[config.mk]
export PLATFORM = sky130hd
export DESIGN_NAME = mag_cal_ctrl
export DESIGN_NICKNAME = d
export VERILOG_FILES = /design/src/rtl/mag_cal_ctrl.sv
export SDC_FILE = /design/constraint.sdc
export NUM_CORES = 1
export LEC_CHECK = 0
export BUFFER_PORTS_ARGS = -buffer_cell sky130_fd_sc_hd__buf_2
export CORE_ASPECT_RATIO = 1.1
export CORE_MARGIN = 8
export CORE_UTILIZATION = 40
export DETAILED_ROUTE_END_ITERATION = 6
export SLEW_MARGIN = 25
export SYNTH_ARGS = -nofsm -noshare
export SYNTH_HDL_FRONTEND = slang
export SYNTH_SLANG_ARGS = --single-unit
[constraint.sdc]
create_clock -name clk -period 7.2 [get_ports clk]
set_input_delay 0.36 -clock clk [delete_from_list [all_inputs] [get_ports clk]]
set_output_delay 0.36 -clock clk [all_outputs]
set_load 0.02 [all_outputs]
[src/rtl/mag_cal_ctrl.sv]
// Magnetometer hard-iron calibration: collects per-axis min/max over a run,
// derives the centre offsets, and continuously corrects incoming samples.

module mag_cal_axis #(
  parameter logic [15:0] MIN_SPAN = 16'd64
) (
  input  logic               clk,
  input  logic               rst,
  input  logic               clr_i,
  input  logic               upd_i,
  input  logic               cmp_i,
  input  logic               load_i,
  input  logic               smp_i,
  input  logic signed [15:0] din_i,
  output logic signed [15:0] dout_o,
  output logic signed [15:0] off_o,
  output logic               span_ok_o
);
  logic signed [15:0] min_q, max_q, cand_q, off_q, dout_q;
  logic               ok_q;
  logic signed [16:0] sum, span, diff;
  logic signed [15:0] sat;

  always_comb begin
    sum  = 17'(max_q) + 17'(min_q);
    span = 17'(max_q) - 17'(min_q);
    diff = 17'(din_i) - 17'(off_q);
    sat  = diff[15:0];
    // 17-bit overflow into bit 15 means the 16-bit result must clamp
    if (diff[16] != diff[15]) sat = diff[16] ? 16'sh8000 : 16'sh7fff;
  end

  always_ff @(posedge clk or posedge rst) begin
    if (rst) begin
      min_q  <= '0;
      max_q  <= '0;
      cand_q <= '0;
      ok_q   <= 1'b0;
      off_q  <= '0;
      dout_q <= '0;
    end else begin
      if (clr_i) begin
        min_q <= 16'sh7fff;
        max_q <= 16'sh8000;
      end else if (upd_i) begin
        if (din_i < min_q) min_q <= din_i;
        if (din_i > max_q) max_q <= din_i;
      end
      if (cmp_i) begin
        cand_q <= 16'(sum >>> 1);
        ok_q   <= (span >= $signed({1'b0, MIN_SPAN}));
      end
      if (load_i) off_q  <= cand_q;
      if (smp_i)  dout_q <= sat;
    end
  end

  assign dout_o    = dout_q;
  assign off_o     = off_q;
  assign span_ok_o = ok_q;
endmodule

module mag_cal_ctrl #(
  parameter int          SAMPLE_COUNT = 256,
  parameter logic [15:0] MIN_SPAN     = 16'd64
) (
  input  logic               clk,
  input  logic               reset,
  input  logic               cal_start,
  input  logic               cal_abort,
  input  logic               sample_valid,
  input  logic signed [15:0] mag_x_in,
  input  logic signed [15:0] mag_y_in,
  output logic signed [15:0] mag_x_out,
  output logic signed [15:0] mag_y_out,
  output logic               out_valid,
  output logic signed [15:0] offset_x,
  output logic signed [15:0] offset_y,
  output logic               cal_busy,
  output logic               cal_done,
  output logic               cal_error
);
  localparam int          NUM_AXES = 2;
  localparam logic [15:0] CNT_LAST = 16'(SAMPLE_COUNT - 1);

  typedef enum logic [2:0] {IDLE, CLEAR, COLLECT, COMPUTE, REPORT} state_t;
  state_t state_q, state_d;

  logic [15:0]                cnt_q, cnt_d;
  logic                       out_valid_q;
  logic [NUM_AXES-1:0][15:0]  din, dout, off;
  logic [NUM_AXES-1:0]        span_ok;
  logic                       clr, upd, cmp, load;

  assign din = {mag_y_in, mag_x_in};

  always_ff @(posedge clk or posedge reset) begin
    if (reset) begin
      state_q     <= IDLE;
      cnt_q       <= '0;
      out_valid_q <= 1'b0;
    end else begin
      state_q     <= state_d;
      cnt_q       <= cnt_d;
      out_valid_q <= sample_valid;
    end
  end

  always_comb begin
    state_d = state_q;
    cnt_d   = cnt_q;
    case (state_q)
      IDLE:    if (cal_start) state_d = CLEAR;
      CLEAR: begin
        cnt_d   = '0;
        state_d = cal_abort ? IDLE : COLLECT;
      end
      COLLECT: begin
        if (sample_valid) cnt_d = cnt_q + 16'd1;
        if (cal_abort)                            state_d = IDLE;
        else if (sample_valid && cnt_q == CNT_LAST) state_d = COMPUTE;
      end
      COMPUTE: state_d = cal_abort ? IDLE : REPORT;
      REPORT:  state_d = IDLE;
      default: state_d = IDLE;
    endcase
  end

  always_comb begin
    cal_busy  = (state_q != IDLE);
    clr       = (state_q == CLEAR);
    upd       = (state_q == COLLECT) && sample_valid;
    cmp       = (state_q == COMPUTE);
    cal_done  = (state_q == REPORT) && (&span_ok);
    cal_error = (state_q == REPORT) && !(&span_ok);
    load      = cal_done;
  end

  for (genvar a = 0; a < NUM_AXES; a++) begin : g_axis
    mag_cal_axis #(.MIN_SPAN(MIN_SPAN)) u_axis (
      .clk       (clk),
      .rst       (reset),
      .clr_i     (clr),
      .upd_i     (upd),
      .cmp_i     (cmp),
      .load_i    (load),
      .smp_i     (sample_valid),
      .din_i     (din[a]),
      .dout_o    (dout[a]),
      .off_o     (off[a]),
      .span_ok_o (span_ok[a])
    );
  end

  assign mag_x_out = dout[0];
  assign mag_y_out = dout[1];
  assign offset_x  = off[0];
  assign offset_y  = off[1];
  assign out_valid = out_valid_q;
endmodule
==> results.sh <==
export IMPL_synth_xor_area_share_pct=4.29
export IMPL_synth_area_um2=13500
export IMPL_wl_mm=36.1
export IMPL_synth_area_per_cell_um2=8.52
export IMPL_cts_path_max_buffers=2
export IMPL_grt_busiest_layer="met2"
export IMPL_yosysSeqAreaShare_pct=33.8
export IMPL_synthAdderAreaFrac_pct=15.7
export IMPL_numClockSinks=182
export IMPL_finalHoldViolCount=0
export IMPL_io_pin_count=105
export IMPL_dpl_hpwl_mm=27.7
export IMPL_ant_nets=0
export IMPL_timing_final_crit_share_pct=42.9
export IMPL_setup_violations=0
export IMPL_start_kind="flop"
export IMPL_maxCapViolations=0
export IMPL_crit_path_top_delay_cell="mux2_2"
export IMPL_power_density_nw_per_um2=339
export IMPL_numCtsBuffers=17
export IMPL_root_buffer="clkbuf_16"
export IMPL_yosysUniqueCellTypes=65
export IMPL_path_cells="ha_1 -> fa_1 -> nor2b_1 -> o31ai_1 -> a21boi_1 -> a21oi_1 -> o41ai_1 -> mux2_2 -> o21ai_0 -> o22ai_1"
export IMPL_fmax_mhz=323
export IMPL_die_h_um=208
export IMPL_insertion_delay_ps=440
export IMPL_cpPeakStageDelay_ps=510
export IMPL_hold_buffers=0
export IMPL_rsz0062_at_grt="no"
export IMPL_rows=70
export IMPL_port_buffers=104
export IMPL_initial_utilization_pct=40.6
export IMPL_avgRoutedWirePerCell_um=17.2
export IMPL_post_route_min_period_ps=3090
export IMPL_slew_viol_final=0
export IMPL_grt_pass1_vias=11286
export IMPL_dp_cells=2063
export IMPL_post_place_ws_ps=3940
export IMPL_fin_worst_skew_ps=13.9
export IMPL_place_congestion=0.881
export IMPL_crit_path_end_kind="flop"
export IMPL_grt_pass1_wl_mm=59.8
export IMPL_syn_instance_count=1582
export IMPL_use_met1_pct=24.1
export IMPL_tns_ps=0
export IMPL_synth_top_flop_cell="dfrtp_1"
export IMPL_vias=11368
export IMPL_crit_buf_inv=0
export IMPL_cts_tree="done"
export IMPL_vias_per_cell=5.42
export IMPL_synth_top_family_by_area="compound AO/OA/AOI/OAI gates"
export IMPL_synth_simple_area_share_pct=14.9
export IMPL_antenna_found_initial=1
export IMPL_worst_endpoint_required_ps=7560
export IMPL_fin_cells=2097
export IMPL_die_area_um2=39800
export IMPL_die_x_um=191
export IMPL_drt_iter0_drc=701
export IMPL_areaGrowthSynthToFinish_pct=11.7
export IMPL_drcViolationCount=0
export IMPL_clk_pin_slew_ps=70
export IMPL_met3_usage_pct=3.11
export IMPL_core_um2=33200
export IMPL_vdd_drop_max_v=0.000181
export IMPL_path_class="reg -> reg"
export IMPL_synth_edf_count=0
export IMPL_slew_headroom_pct=39.7
export IMPL_layout_commonest_cell="dfrtp_1"
export IMPL_syn_num_nets=1784
export IMPL_p_leak_nw=7.29
export IMPL_h_tree_depth=4
export IMPL_worst_slew_pin_slew_ps=893
export IMPL_ys_warn_count=0
export IMPL_grt_max_degree=117
export IMPL_cts_resized_gates=0
export IMPL_grt_use_met2_pct=30.4
export IMPL_grt_total_usage_pct=18.4
export IMPL_async_flop_share_pct=100
export IMPL_ys_ff_latch=182
export IMPL_cp_max_fo=25
export IMPL_nNetsFinal=1853
export IMPL_synth_mux_area_share_pct=4.63
export IMPL_hp_class="in -> async"
export IMPL_synth_compound_area_share_pct=19.7
export IMPL_cts_setup_buffers=0
export IMPL_firstDrtPassIters=5
export IMPL_final_cell_mix="dfrtp_1 (182), inv_1 (181), ha_1 (159)"
export IMPL_drive_gt1_share_pct=11.1
export IMPL_grt_overflow=0
export IMPL_cpLargestDelayFamily="compound AO/OA/AOI/OAI gates"
export IMPL_worst_slack_ps=4110
export IMPL_cp_arrival_ps=3450
export IMPL_status="complete, no violations"
## power by group
group	switching, mW	leakage (nW)	total, mW	internal [mW]
clock network	0.434	0.312	1.03	0.600
logic	1.54	4.72	2.59	1.06
registers	0.203	2.26	1.48	1.28
total	2.18	7.29	5.11	2.93
## per-layer routing
| metal | routed length, um | vias up |
|---|---|---|
| met3 | 1850 | 45 |
| met2 | 16900 | 271 |
| met1 | 16600 | 5404 |
| met5 | 0 | - |
| li1 | - | 5648 |
| met4 | 812 | 0 |
## metrics by stage
step / power, mW / utilization (%) / hold WS (ps) / cell area (um2)
floorplan: 3.41 / - / 391 / 13500
global placement: 4.04 / 43.4 / 459 / 14400
detailed placement: 4.08 / 43.4 / 466 / 14400
CTS: 5.14 / 45.3 / 128 / 15000
global route: 5.54 / 45.3 / 127 / 15100
finish: 5.11 / 45.4 / 107 / 15100
## worst paths after layout
path / from / to / slack (ps) / cells past startpoint
worst max-delay path: g_axis[1].u_axis.off_o[0] / g_axis[1].u_axis.dout_o[14] / 4110 / 10
worst min-delay path: reset / g_axis[1].u_axis.dout_o[5] / 110 / 2
worst max register to register: g_axis[1].u_axis.off_o[0] / g_axis[1].u_axis.dout_o[14] / 4110 / 10
worst min register to register: g_axis[0].u_axis.cand_q[7] / g_axis[0].u_axis.off_o[7] / 470 / 2
max in group asynchronous: reset / g_axis[0].u_axis.dout_o[14] / 5640 / 3
min in group clk: cal_abort / state_q[1] / 130 / 2
## layout make-up
class | count | area (um2)
tap | 432 | 541
multi-input combinational | 1151 | 8010
clock buffer | 20 | 447
timing repair buffer | 115 | 607
clock inverter | 12 | 195
sequential | 182 | 4550
inverter | 184 | 698
antenna | 1 | 2.50
fill | 3273 | 18100
## worst reg2reg max path: stages, from the launching register on
cell	delay, ps
dfrtp_1	390
ha_1	210
fa_1	420
nor2b_1	180
o31ai_1	120
a21boi_1	290
a21oi_1	160
o41ai_1	350
mux2_2	510
o21ai_0	220
o22ai_1	160
## cells by family after synthesis
family	Yosys count
mux	60
xor+xnor	66
flops	182
simple gates	437
fa+ha+maj	166
buf+inv	249
compound gates	422
## cells in the mapped netlist, types with 9 or more instances
| library cell | n | share of area, % |
|---|---|---|
| o31ai_1 | 12 | 0.67 |
| and2_1 | 9 | 0.42 |
| a21o_1 | 23 | 1.3 |
| mux2_2 | 19 | 1.6 |
| xor2_1 | 21 | 1.4 |
| mux2i_1 | 41 | 3.0 |
| xnor2_1 | 45 | 2.9 |
| nor3_1 | 26 | 0.97 |
| ha_1 | 159 | 15 |
| nor2b_1 | 18 | 0.84 |
| a211oi_1 | 14 | 0.78 |
| o211ai_1 | 10 | 0.56 |
| a221oi_1 | 15 | 0.98 |
| inv_1 | 182 | 5.1 |
| o21ai_0 | 130 | 4.8 |
| nor4_1 | 11 | 0.51 |
| clkbuf_1 | 55 | 1.5 |
| nand2b_1 | 22 | 1.0 |
| nor2_1 | 157 | 4.4 |
| o21a_1 | 14 | 0.78 |
| nand4_1 | 12 | 0.56 |
| nand2_1 | 124 | 3.5 |
| nand3_1 | 23 | 0.85 |
| a21oi_1 | 96 | 3.6 |
| dfrtp_1 | 182 | 34 |
| a31oi_1 | 9 | 0.42 |
| o22ai_1 | 34 | 1.6 |
## registers in the layout, indices dropped and copies added, names as in the netlist
name,count
cnt_q,16
g_axis.u_axis.cand_q,32
g_axis.u_axis.dout_o,32
g_axis.u_axis.max_q,32
g_axis.u_axis.min_q,32
g_axis.u_axis.off_o,32
g_axis.u_axis.span_ok_o,2
out_valid,1
state_q,3
Power figures use the tool's default switching activity.
